### src/rtl/irq_ack_ctrl_pkg.sv
// Shared types and defaults for the button-bus interrupt responder.
// Holds the FSM encoding, the vector address type and the vector helper.
package irq_ack_ctrl_pkg;

    typedef logic [7:0] addr_t;

    typedef enum logic [2:0] {
        IDLE,
        ACK,
        LATCH,
        TAKE,
        SERVICE
    } irq_state_t;

    localparam int          NUM_IRQ_DEF     = 4;
    localparam int          SYNC_STAGES_DEF = 2;
    localparam int          ACK_CYCLES_DEF  = 1;
    localparam int unsigned VEC_BASE_DEF    = 32'h08;
    localparam int unsigned VEC_STRIDE_DEF  = 2;
    localparam bit          IME_RESET_DEF   = 1'b0;

    // Vector table wraps silently when base + idx*stride exceeds addr_t.
    function automatic addr_t vec_of(input int unsigned idx, base, stride);
        return addr_t'(base + idx * stride);
    endfunction

endpackage

### src/rtl/irq_ack_ctrl_prio_enc.sv
// Lowest-set-bit priority encoder for the chain grant lines.
// Source 0 has the highest priority; valid is low when no grant is set.
module irq_prio_enc #(
    parameter int NUM_IRQ = 4,
    parameter int IDX_W   = 2
) (
    input  logic [NUM_IRQ-1:0] req,
    output logic [IDX_W-1:0]   idx,
    output logic               valid
);

    // Scanning downwards lets the lowest set bit overwrite any higher one.
    always_comb begin
        idx   = '0;
        valid = 1'b0;
        for (int i = NUM_IRQ - 1; i >= 0; i--) begin
            if (req[i]) begin
                idx   = IDX_W'(i);
                valid = 1'b1;
            end
        end
    end

endmodule

### src/rtl/irq_ack_ctrl.sv
// CPU-side interrupt responder: synchronises irq, runs the ack handshake,
// encodes the granted source into a vector and tracks the in-service state.
module irq_ack_ctrl
    import irq_ack_ctrl_pkg::*;
#(
    parameter int          NUM_IRQ     = NUM_IRQ_DEF,
    parameter int          SYNC_STAGES = SYNC_STAGES_DEF,
    parameter int          ACK_CYCLES  = ACK_CYCLES_DEF,
    parameter int unsigned VEC_BASE    = VEC_BASE_DEF,
    parameter int unsigned VEC_STRIDE  = VEC_STRIDE_DEF,
    parameter bit          IME_RESET   = IME_RESET_DEF
) (
    input  logic               clock,
    input  logic               reset,
    input  logic               irq,
    input  logic [NUM_IRQ-1:0] ie,
    output logic               ack,
    input  logic               boundary,
    input  logic               ei_set,
    input  logic               ei_clr,
    input  logic               reti,
    output logic               int_take,
    output addr_t              vec_addr,
    output logic               in_service,
    output logic               ime,
    output logic [3:0]         spurious_cnt
);

    localparam int IDX_W = (NUM_IRQ > 1) ? $clog2(NUM_IRQ) : 1;
    localparam int CNT_W = (ACK_CYCLES > 1) ? $clog2(ACK_CYCLES) : 1;

    irq_state_t             state, state_n;
    logic [SYNC_STAGES-1:0] sync_q;
    logic                   irq_s;
    logic [CNT_W-1:0]       ack_cnt, ack_cnt_n;
    logic                   ime_q, ime_n;
    logic                   svc_q, svc_n;
    logic [3:0]             spur_q, spur_n;
    addr_t                  vec_q, vec_n;
    logic [IDX_W-1:0]       grant_idx;
    logic                   grant_valid;

    irq_prio_enc #(
        .NUM_IRQ (NUM_IRQ),
        .IDX_W   (IDX_W)
    ) u_prio_enc (
        .req   (ie),
        .idx   (grant_idx),
        .valid (grant_valid)
    );

    always_ff @(posedge clock or negedge reset) begin
        if (!reset) begin
            sync_q <= '0;
        end else begin
            sync_q <= {sync_q[SYNC_STAGES-2:0], irq};
        end
    end

    assign irq_s = sync_q[SYNC_STAGES-1];

    always_ff @(posedge clock or negedge reset) begin
        if (!reset) begin
            state   <= IDLE;
            ack_cnt <= '0;
            ime_q   <= IME_RESET;
            svc_q   <= 1'b0;
            spur_q  <= 4'd0;
            vec_q   <= '0;
        end else begin
            state   <= state_n;
            ack_cnt <= ack_cnt_n;
            ime_q   <= ime_n;
            svc_q   <= svc_n;
            spur_q  <= spur_n;
            vec_q   <= vec_n;
        end
    end

    // The grant lines are only meaningful in LATCH; the vector is captured
    // there so it is already stable when int_take is presented.
    always_comb begin
        state_n   = state;
        ack_cnt_n = '0;
        svc_n     = svc_q;
        spur_n    = spur_q;
        vec_n     = vec_q;
        ack       = 1'b0;
        int_take  = 1'b0;

        case (state)
            IDLE: begin
                if (irq_s && ime_q && boundary) begin
                    state_n = ACK;
                end
            end
            ACK: begin
                ack = 1'b1;
                if (ack_cnt == CNT_W'(ACK_CYCLES - 1)) begin
                    state_n = LATCH;
                end else begin
                    ack_cnt_n = ack_cnt + CNT_W'(1);
                end
            end
            LATCH: begin
                if (grant_valid) begin
                    vec_n   = vec_of(32'(grant_idx), VEC_BASE, VEC_STRIDE);
                    state_n = TAKE;
                end else begin
                    if (spur_q != 4'hF) begin
                        spur_n = spur_q + 4'd1;
                    end
                    state_n = IDLE;
                end
            end
            TAKE: begin
                int_take = 1'b1;
                svc_n    = 1'b1;
                state_n  = SERVICE;
            end
            SERVICE: begin
                if (reti) begin
                    svc_n   = 1'b0;
                    state_n = IDLE;
                end
            end
            default: begin
                state_n = IDLE;
            end
        endcase
    end

    // Entering a handler masks interrupts regardless of a concurrent EI;
    // DI beats EI, and RETI re-enables only from inside a handler.
    always_comb begin
        ime_n = ime_q;
        if (state == TAKE) begin
            ime_n = 1'b0;
        end else if (ei_clr) begin
            ime_n = 1'b0;
        end else if (ei_set || (state == SERVICE && reti)) begin
            ime_n = 1'b1;
        end
    end

    assign vec_addr     = vec_q;
    assign in_service   = svc_q;
    assign ime          = ime_q;
    assign spurious_cnt = spur_q;

endmodule

### config.mk
export PLATFORM = sky130hd
export DESIGN_NAME = irq_ack_ctrl
export DESIGN_NICKNAME = d
export VERILOG_FILES = /design/src/rtl/irq_ack_ctrl_pkg.sv /design/src/rtl/irq_ack_ctrl_prio_enc.sv /design/src/rtl/irq_ack_ctrl.sv
export SDC_FILE = /design/constraint.sdc
export NUM_CORES = 1
export LEC_CHECK = 0
export ABC_AREA = 0
export CORE_MARGIN = 5
export CORE_UTILIZATION = 42
export DETAILED_ROUTE_END_ITERATION = 7
export PLACE_DENSITY = 0.76
export SETUP_SLACK_MARGIN = 0.1
export SYNTH_ARGS = -nofsm -noshare
export SYNTH_HDL_FRONTEND = slang
export SYNTH_SLANG_ARGS = --single-unit
### constraint.sdc
create_clock -name clock -period 1.5 [get_ports clock]
set_input_delay 0.3 -clock clock [delete_from_list [all_inputs] [get_ports clock]]
set_output_delay 0.3 -clock clock [all_outputs]
set_load 0.005 [all_outputs]
==> results of run 1 <==
-- cells by family (layout without fill, tap and decap cells) --
family,after synthesis,in the layout,share of synthesized area
xor gates and xnor gates,1,1,0.0124
muxes,1,1,0.0213
DFF,14,14,0.497
buffers and inverters,6,48,0.0639
and+or+nand+nor,24,24,0.234
adders and majority gates,1,1,0.0178
AOI/OAI and AO/OA,15,15,0.147
other,1,5,0.00532
-- registers in the layout (all words and copies together), names as in the netlist --
name          flops
spurious_cnt      4
state             3
vec_addr          3
sync_q            2
ime               1
in_service        1
-- through the flow --
stage	utilization	instances	TNS [ns]	cell area, um2
2_1_floorplan	-	67	0	719
3_3_place_gp	0.636	108	-1.24	980
3_5_place_dp	0.636	108	-1.40	980
4_1_cts	0.713	123	0	1100
5_1_grt	0.756	125	-0.0863	1160
6_report	0.756	125	0	1160
-- cell usage after synthesis, drive strengths merged --
master,number,area [um2]
a21o,1,7.51
a21oi,5,25.0
a31oi,2,12.5
a41oi,2,17.5
and2,1,6.26
and3,1,6.26
and4b,1,10.0
buf,6,45.0
conb,1,3.75
dfrtp,14,350
ha,1,12.5
mux2,1,15.0
nand2,1,3.75
nand2b,1,6.26
nand3,2,15.0
nand3b,2,15.0
nor2,6,22.5
nor2b,3,18.8
nor3,1,5.00
nor3b,1,12.5
nor4,1,21.3
nor4b,1,8.76
o21a,2,15.0
o21ai,1,5.00
o21ba,1,10.0
o221a,1,11.3
or2,1,6.26
or4,1,7.51
xnor2,1,8.76
-- critical path, stage by stage (launching register included) --
cell	delay (ns)
sky130_fd_sc_hd__dfrtp_1	0.42
sky130_fd_sc_hd__buf_6	0.12
sky130_fd_sc_hd__buf_6	0.09
sky130_fd_sc_hd__nor3b_4	0.26
sky130_fd_sc_hd__nand3_2	0.15
sky130_fd_sc_hd__mux2_4	0.31
-- layout by cell type, fill, tap and decap left out, types with 2 or more instances in the layout --
| cell | synthesis | layout |
|---|---|---|
| sky130_fd_sc_hd__buf_4 | 6 | 19 |
| sky130_fd_sc_hd__dfrtp_1 | 14 | 13 |
| sky130_fd_sc_hd__dlygate4sd2_1 | 0 | 11 |
| sky130_fd_sc_hd__clkdlybuf4s50_1 | 0 | 7 |
| sky130_fd_sc_hd__a21oi_1 | 5 | 5 |
| sky130_fd_sc_hd__nor2_1 | 6 | 5 |
| sky130_fd_sc_hd__conb_1 | 1 | 5 |
| sky130_fd_sc_hd__buf_6 | 0 | 5 |
| sky130_fd_sc_hd__clkbuf_4 | 0 | 3 |
| sky130_fd_sc_hd__nor2b_1 | 3 | 2 |
| sky130_fd_sc_hd__o21a_1 | 2 | 2 |
| sky130_fd_sc_hd__nand3b_1 | 2 | 2 |
-- power breakdown --
group          leakage (nW)  switching (mW)  internal, mW
Sequential            0.174          0.0832         0.484
Clock                0.0210           0.128         0.148
Combinational         0.376           0.366         0.595
-- what timing repair did --
action	4_1_cts	5_1_grt
pin swaps	0	1
hold buffers	0	0
gates resized for setup	23	11
endpoints found under the setup margin	16	9
cloned	0	0
setup buffers	11	2
-- metal layers --
| metal | track usage | vias to the layer above | share of wire |
|---|---|---|---|
| met5 | 0 | - | 0 |
| met4 | 0.0255 | 0 | 0.022 |
| met3 | 0.0203 | 6 | 0.040 |
| met1 | 0.167 | 324 | 0.40 |
| met2 | 0.238 | 17 | 0.54 |
| li1 | - | 310 | - |
-- area by class of cell --
class	count	area [um2]
Fill cell	115	377
Timing Repair Buffer	44	389
Sequential cell	14	352
Clock buffer	4	36.3
Tap cell	16	20.0
Multi-Input combinational cell	47	368
-- worst paths after layout --
kind	from	endpoint	cells past startpoint
setup / recovery	state[1]	spurious_cnt[1]	5
hold / removal	reset	state[1]	2
setup reg to reg	state[1]	spurious_cnt[1]	5
hold reg to reg	sync_q[0]	sync_q[1]	0
max in group asynchronous	reset	state[0]	2
min in group clock	sync_q[0]	sync_q[1]	0
==> results.rst, run 1 <==
.. list-table::
   :header-rows: 1

   * - Metric
     - Value
   * - Status
     - finished clean
   * - Final setup fails
     - 0
   * - Ratio of final minimum period to clock period
     - 0.975
   * - Detailed-route wire length
     - 1950 um
   * - Wire length of the first global-routing pass
     - 2750 um
   * - Classification of the worst setup path
     - register to register
   * - Cell at the root of the clock tree
     - sky130_fd_sc_hd__clkbuf_4
   * - TritonCTS clock tree
     - done
   * - CP startpoint kind
     - register
   * - Largest net degree at the start of global routing
     - 15
   * - Unrepaired setup endpoints after global routing
     - true
   * - Power Density
     - 1550 nW/um2
   * - Final Total Pwr
     - 1.80 mW
   * - Worst setup EP type
     - register
   * - Count of inserted antenna diode cells
     - 0
   * - HPWL after detailed placement
     - 1180 um
   * - Number of max-cap violations
     - 0
   * - Ratio of cells with drive above 1 in the final layout
     - 0.404
   * - Synth Cell Area
     - 704 um2
   * - Maximum clock path buffer count
     - 2
   * - # port buffers
     - 21
   * - Number of nets with antenna violations after detailed routing
     - 0
   * - Area added between synthesis and finish
     - 65.4%
   * - Synthesized flop and latch total
     - 14
   * - Worst setup skew after layout
     - 0.00221 ns
   * - Antenna violations before repair
     - 0
   * - First-pass iteration count of the detailed router
     - 4
   * - Number of library cell types mapped by synthesis
     - 30
   * - Overall Global Routing Usage
     - 0.132
   * - Area inside the core boundary
     - 1540 um2
   * - Per-instance average area after synthesis
     - 11.2 um2
   * - Horizontal die dimension
     - 51.0 um
   * - Mean routed wirelength per cell
     - 15.6 um
   * - Clock Latency Late Sink
     - 0.28 ns
   * - Initial detailed-routing violation count
     - 10
   * - Number of sinks on the clock net
     - 14
   * - Clk slew on worst S/H paths
     - 0.09 ns
   * - Die Area
     - 2600 um2
   * - Count of yosys warnings during synthesis
     - 0
   * - Post-route setup slack
     - 0.0370 ns
   * - Vias
     - 657
   * - Initial core utilization
     - 0.457
   * - Type of the worst min-delay path
     - input port to async pin
   * - Maximum ir drop on the vdd rail
     - 0.000911 V
   * - Pins Over Slew Limit
     - 0
   * - Congestion Overflow GR
     - 0
   * - Fin crit period
     - 1.46 ns
   * - Via-per-instance ratio
     - 5.26
   * - Data required time at the worst endpoint
     - 1.67 ns
   * - Leakage component of the power
     - 0.570 nW
   * - F_max
     - 684 MHz
   * - Synth Instances
     - 63
   * - Worst Setup Slack post-DPL
     - -0.247 ns
   * - Fin nets
     - 122
   * - I/O pin total
     - 27
   * - DIE HEIGHT
     - 51.0 um
   * - Hold WS
     - 0.316 ns
   * - Number of global-route vias before repair
     - 624
   * - GPL Wtd Cong
     - 0.794
   * - Sequential-to-total area share from yosys stat
     - 0.497
   * - Count of endpoints failing hold in the final timing report
     - 0
   * - Core Rows
     - 14
   * - Crit path arrival time
     - 1.63 ns
   * - R2R setup slack
     - 0.04 ns
   * - Number of H-tree branching levels
     - 1
   * - Total clock buffers created by CTS
     - 3
   * - Biggest fanout along the worst timing path
     - 4
   * - Drt drc
     - 0
No activity file was read; power rests on OpenSTA's default activity.
==> run 2, diff against run 1 <==
Settings changed: CTS_CLUSTER_DIAMETER from default to 150.
==> results of run 2 <==
Final layout, timing and power as in run 1 (identical DEF).
==> run 3, diff against run 2 <==
Settings changed: CTS_CLUSTER_DIAMETER 150 to 50.
==> results of run 3 <==
Final layout, timing and power as in run 1 (identical DEF).
